$ cat src/rtl/can_pkg.sv
// Types and widths shared by the CAN receive arbitration path and the identifier block.
package can_pkg;

  localparam int CAN_BASE_ID_W = 11;
  localparam int CAN_EXT_ID_W  = 18;
  localparam int CAN_ID_W      = CAN_BASE_ID_W + CAN_EXT_ID_W;
  localparam int CAN_CNT_W     = 5;

  typedef enum logic [2:0] {
    IDLE    = 3'd0,
    BASE_ID = 3'd1,
    SRR_RTR = 3'd2,
    IDE_BIT = 3'd3,
    EXT_ID  = 3'd4,
    RTR_EXT = 3'd5,
    DONE    = 3'd6
  } arb_state_t;

endpackage

$ cat src/rtl/can_arbitration_rx.sv
// Deserializes the CAN arbitration field (base/extended ID, SRR, IDE, RTR) from the
// destuffed bit stream and flags completion with F_IDF.
module can_arbitration_rx
  import can_pkg::*;
#(
  parameter int BASE_W = CAN_BASE_ID_W,
  parameter int EXT_W  = CAN_EXT_ID_W
) (
  input  logic              SP,
  input  logic              reset,
  input  logic              RX,
  input  logic              BIT_VALID,
  input  logic              SOF,
  input  logic              ABORT,
  output logic [BASE_W-1:0] IDF,
  output logic [EXT_W-1:0]  IDF_EX,
  output logic              IDE,
  output logic              RTR,
  output logic              F_IDF,
  output logic              SRR_ERR
);

  arb_state_t           state_reg, state_next;
  logic [CAN_CNT_W-1:0] cnt_reg, cnt_next;
  logic [BASE_W-1:0]    idf_reg, idf_next;
  logic [EXT_W-1:0]     idf_ex_reg, idf_ex_next;
  logic                 ide_reg, ide_next;
  logic                 rtr_reg, rtr_next;
  logic                 f_idf_reg, f_idf_next;
  logic                 srr_err_reg, srr_err_next;
  logic                 srr_rtr_reg, srr_rtr_next;

  always_ff @(posedge SP) begin
    if (reset) begin
      state_reg   <= IDLE;
      cnt_reg     <= '0;
      idf_reg     <= '0;
      idf_ex_reg  <= '0;
      ide_reg     <= 1'b0;
      rtr_reg     <= 1'b0;
      f_idf_reg   <= 1'b0;
      srr_err_reg <= 1'b0;
      srr_rtr_reg <= 1'b0;
    end else begin
      state_reg   <= state_next;
      cnt_reg     <= cnt_next;
      idf_reg     <= idf_next;
      idf_ex_reg  <= idf_ex_next;
      ide_reg     <= ide_next;
      rtr_reg     <= rtr_next;
      f_idf_reg   <= f_idf_next;
      srr_err_reg <= srr_err_next;
      srr_rtr_reg <= srr_rtr_next;
    end
  end

  always_comb begin
    state_next   = state_reg;
    cnt_next     = cnt_reg;
    idf_next     = idf_reg;
    idf_ex_next  = idf_ex_reg;
    ide_next     = ide_reg;
    rtr_next     = rtr_reg;
    f_idf_next   = f_idf_reg;
    srr_err_next = srr_err_reg;
    srr_rtr_next = srr_rtr_reg;

    // Abort only drops the completion flag; captured fields stay for diagnostics.
    if (ABORT) begin
      state_next = IDLE;
      f_idf_next = 1'b0;
    end else if (SOF) begin
      // SOF from any state restarts the field; the SOF bit itself is not data.
      state_next   = BASE_ID;
      cnt_next     = '0;
      idf_next     = '0;
      idf_ex_next  = '0;
      ide_next     = 1'b0;
      rtr_next     = 1'b0;
      f_idf_next   = 1'b0;
      srr_err_next = 1'b0;
      srr_rtr_next = 1'b0;
    end else if (BIT_VALID) begin
      case (state_reg)
        BASE_ID: begin
          idf_next = {idf_reg[BASE_W-2:0], RX};
          cnt_next = cnt_reg + 1'b1;
          if (cnt_reg == CAN_CNT_W'(BASE_W - 1)) state_next = SRR_RTR;
        end
        SRR_RTR: begin
          srr_rtr_next = RX;
          state_next   = IDE_BIT;
        end
        IDE_BIT: begin
          ide_next = RX;
          if (!RX) begin
            rtr_next   = srr_rtr_reg;
            f_idf_next = 1'b1;
            state_next = DONE;
          end else begin
            // In an extended frame the bit before IDE is SRR and must be recessive.
            srr_err_next = ~srr_rtr_reg;
            cnt_next     = '0;
            state_next   = EXT_ID;
          end
        end
        EXT_ID: begin
          idf_ex_next = {idf_ex_reg[EXT_W-2:0], RX};
          cnt_next    = cnt_reg + 1'b1;
          if (cnt_reg == CAN_CNT_W'(EXT_W - 1)) state_next = RTR_EXT;
        end
        RTR_EXT: begin
          rtr_next   = RX;
          f_idf_next = 1'b1;
          state_next = DONE;
        end
        default: begin
        end
      endcase
    end
  end

  assign IDF     = idf_reg;
  assign IDF_EX  = idf_ex_reg;
  assign IDE     = ide_reg;
  assign RTR     = rtr_reg;
  assign F_IDF   = f_idf_reg;
  assign SRR_ERR = srr_err_reg;

endmodule
$ cat config.mk
export PLATFORM = sky130hd
export DESIGN_NAME = can_arbitration_rx
export DESIGN_NICKNAME = d
export VERILOG_FILES = /design/src/rtl/can_pkg.sv /design/src/rtl/can_arbitration_rx.sv
export SDC_FILE = /design/constraint.sdc
export NUM_CORES = 1
export LEC_CHECK = 0
export ABC_AREA = 1
export ABC_CLOCK_PERIOD_IN_PS = 1600
export BUFFER_PORTS_ARGS = -buffer_cell sky130_fd_sc_hd__buf_2
export CAP_MARGIN = 5
export CORE_ASPECT_RATIO = 0.75
export CORE_MARGIN = 2
export CORE_UTILIZATION = 54
export DETAILED_ROUTE_END_ITERATION = 10
export PLACE_DENSITY = 0.83
export SYNTH_ARGS = -nofsm -noshare
export SYNTH_HDL_FRONTEND = slang
export SYNTH_SLANG_ARGS = --single-unit
$ cat constraint.sdc
create_clock -name SP -period 1.6 [get_ports SP]
set_input_delay 0.08 -clock SP [delete_from_list [all_inputs] [get_ports SP]]
set_output_delay 0.08 -clock SP [all_outputs]
set_load 0.005 [all_outputs]
==> impl_metrics.env <==
export IMPL_ir_worst_vdd_mv=0.7398
export IMPL_numPortBuffers=38
export IMPL_cts_buffers=5
export IMPL_syn_num_nets=282
export IMPL_outcome="complete, no violations"
export IMPL_die_h_um=56.42
export IMPL_design_area_um2=2293
export IMPL_tns_ns=0
export IMPL_avgSynthCellArea_um2=7.246
export IMPL_finClkSkew_ns=0.01004
export IMPL_max_freq_ghz=0.7119
export IMPL_synth_warnings=0
export IMPL_syn_cell_area_um2=1978
export IMPL_relSlewSlack_pct=65.53
export IMPL_row_count=19
export IMPL_ys_ff_latch=42
export IMPL_holdWs_ns=0.04931
export IMPL_whs_path_depth=4
export IMPL_cts_setup_buffers=0
export IMPL_rr_worst_depth=8
export IMPL_largest_register_ffs=18
export IMPL_wl_per_cell_um=11.23
export IMPL_clkLatencyLatePin_ns=0.29
export IMPL_grt_max_degree=24
export IMPL_power_density_nw_per_um2=912.3
export IMPL_start_util_pct=55.11
export IMPL_die_w_um=73.89
export IMPL_worst_pin_slew_ns=0.5165
export IMPL_cap_violations=0
export IMPL_grt_remaining_overflow=0
export IMPL_cts_sinks=42
export IMPL_routed_via_density=5.016
export IMPL_h_tree_depth=2
export IMPL_ctsResizeCount=0
export IMPL_crit_type="reg -> reg"
export IMPL_grt_pass1_vias=1590
export IMPL_leakage_nw=1.005
export IMPL_io_pins=39
export IMPL_finalSetupViolCount=0
export IMPL_synth_cell_type_count=23
export IMPL_ctsRootBufferMaster="clkbuf_8"
export IMPL_worstPathMaxFanout=7
export IMPL_drtPass1Iterations=4
export IMPL_path_clk_slew_ns=0.08
export IMPL_cp_arrival_ns=1.59
export IMPL_min_period_ns=1.405
export IMPL_cts_tree="done"
export IMPL_crit_path_start_kind="flip-flop"
export IMPL_layout_drive_gt1_share_pct=20.38
export IMPL_worstSetupEndpointType="flip-flop"
export IMPL_vias=1836
export IMPL_grtUsageTotal_pct=20.72
export IMPL_cts_buffer_depth=2
export IMPL_finalCritPeriodShare_pct=87.79
export IMPL_dp_final_hpwl_mm=2.915
export IMPL_drt_iter0_markers=131
export IMPL_antenna_left=0
export IMPL_nNetsFinal=322
export IMPL_drc=0
export IMPL_dieArea_um2=4168
export IMPL_finalHoldViolations=0
export IMPL_coreArea_um2=3590
export IMPL_antenna_found_initial=0
export IMPL_netlist_instances=273
export IMPL_hold_buffers=0
export IMPL_hold_class="in -> reg"
export IMPL_synthToLayoutAreaGrowth_pct=15.94
export IMPL_ys_seq_area_share_pct=42.50
export IMPL_place_area_um2=2183
export IMPL_place_gp_congestion=0.8474
export IMPL_rsz0062_at_grt="no"
export IMPL_crit_required_ns=1.79
export IMPL_drv_slew=0
export IMPL_grt_pass1_wl_mm=6.810
export IMPL_n_antenna_cell=0
export IMPL_fillers=317
export IMPL_routed_wl_mm=4.112
export IMPL_utilization_pct=63.89
==> synth_stat cells <==
cell / instances / share of area (%)
nand2_1: 69 / 13
dfxtp_1: 42 / 43
nand3_1: 39 / 9.9
nor2_1: 33 / 6.3
a21oi_1: 31 / 7.8
inv_1: 20 / 3.8
o21ai_0: 6 / 1.5
buf_6: 5 / 2.8
a21oi_2: 3 / 1.3
clkbuf_1: 3 / 0.57
ha_1: 3 / 1.9
nand3_2: 3 / 1.5
nand4_1: 3 / 0.95
a21oi_4: 2 / 1.6
buf_4: 2 / 0.76
inv_4: 2 / 0.63
buf_2: 1 / 0.25
buf_8: 1 / 0.76
inv_2: 1 / 0.19
nor3_1: 1 / 0.25
o21ai_1: 1 / 0.25
o21ai_4: 1 / 0.82
xor2_1: 1 / 0.44
==> layout by cell type, fill, tap and decap left out, drive strengths merged <==
| cell | instances |
|---|---|
| o21ai | 8 |
| clkinvlp | 1 |
| buf | 45 |
| nand2 | 69 |
| nand3 | 42 |
| nand4 | 3 |
| nor3 | 1 |
| xor2 | 1 |
| ha | 3 |
| clkbuf | 6 |
| dfxtp | 42 |
| bufinv | 1 |
| a21oi | 36 |
| nor2 | 33 |
| inv | 23 |
==> stage by stage <==
stage / total power [mW] / cells / setup slack (ns)
after detailed placement: 1.288 / 358 / 0.2298
after global placement: 1.286 / 358 / 0.2485
after floorplan: 1.248 / 273 / 0.2825
after CTS: 2.107 / 366 / 0.2131
after global routing: 2.186 / 366 / 0.04070
final: 2.092 / 366 / 0.1953
==> cells by family (layout without fill, tap and decap cells) <==
group / Yosys count / after routing / share of synthesized area (%)
fa+ha+maj: 3 / 3 / 1.898
simple gates: 148 / 148 / 31.94
xor+xnor: 1 / 1 / 0.4428
flops: 42 / 42 / 42.50
buf+inv: 35 / 76 / 9.803
compound gates: 44 / 44 / 13.41
==> power breakdown <==
part | leakage [nW] | internal [mW] | switching [mW] | total (mW)
Clock | 0.0514 | 0.466 | 0.360 | 0.826
Combinational | 0.614 | 0.0598 | 0.132 | 0.191
Sequential | 0.340 | 1.06 | 0.0144 | 1.07
==> critical path, cell delays in order (launching register included) <==
cell and delay [ns]:
dfxtp_1 0.38, buf_4 0.16, nand2_1 0.05, nor2_1 0.21, a21oi_2 0.14, nand2_1 0.17, nand2_1 0.08, nand2_1 0.07
nor2_1 0.03
==> layer usage <==
metal | up-vias | part of all wire [%] | wire length [um] | track usage (%)
met5 | - | 0 | 0 | 0
met4 | 0 | 0.83 | 34 | 7.273
met3 | 5 | 4.3 | 175 | 4.847
met2 | 47 | 44 | 1802 | 30.61
met1 | 813 | 51 | 2099 | 29.49
li1 | 971 | - | - | -
==> path summary, 6_finish.rpt <==
kind / start / end / slack [ns]
max: state_reg[0]$_SDFFE_PP0P_ / cnt_reg[1]$_SDFFE_PP0P_ / 0.20
min: ABORT / state_reg[0]$_SDFFE_PP0P_ / 0.05
max reg2reg: state_reg[0]$_SDFFE_PP0P_ / cnt_reg[1]$_SDFFE_PP0P_ / 0.20
min reg2reg: F_IDF$_SDFFE_PP0P_ / F_IDF$_SDFFE_PP0P_ / 0.45
==> cell type report <==
class	count	area, um^2	area share, %
clock buffer	6	72.57	3.164
clock inverter	2	37.54	1.637
inverter	23	91.34	3.983
multi-input combinational	196	943.4	41.13
sequential	42	840.8	36.66
tap	52	65.06	2.837
timing repair buffer	45	242.7	10.58
(Power assumes the default switching activity.)
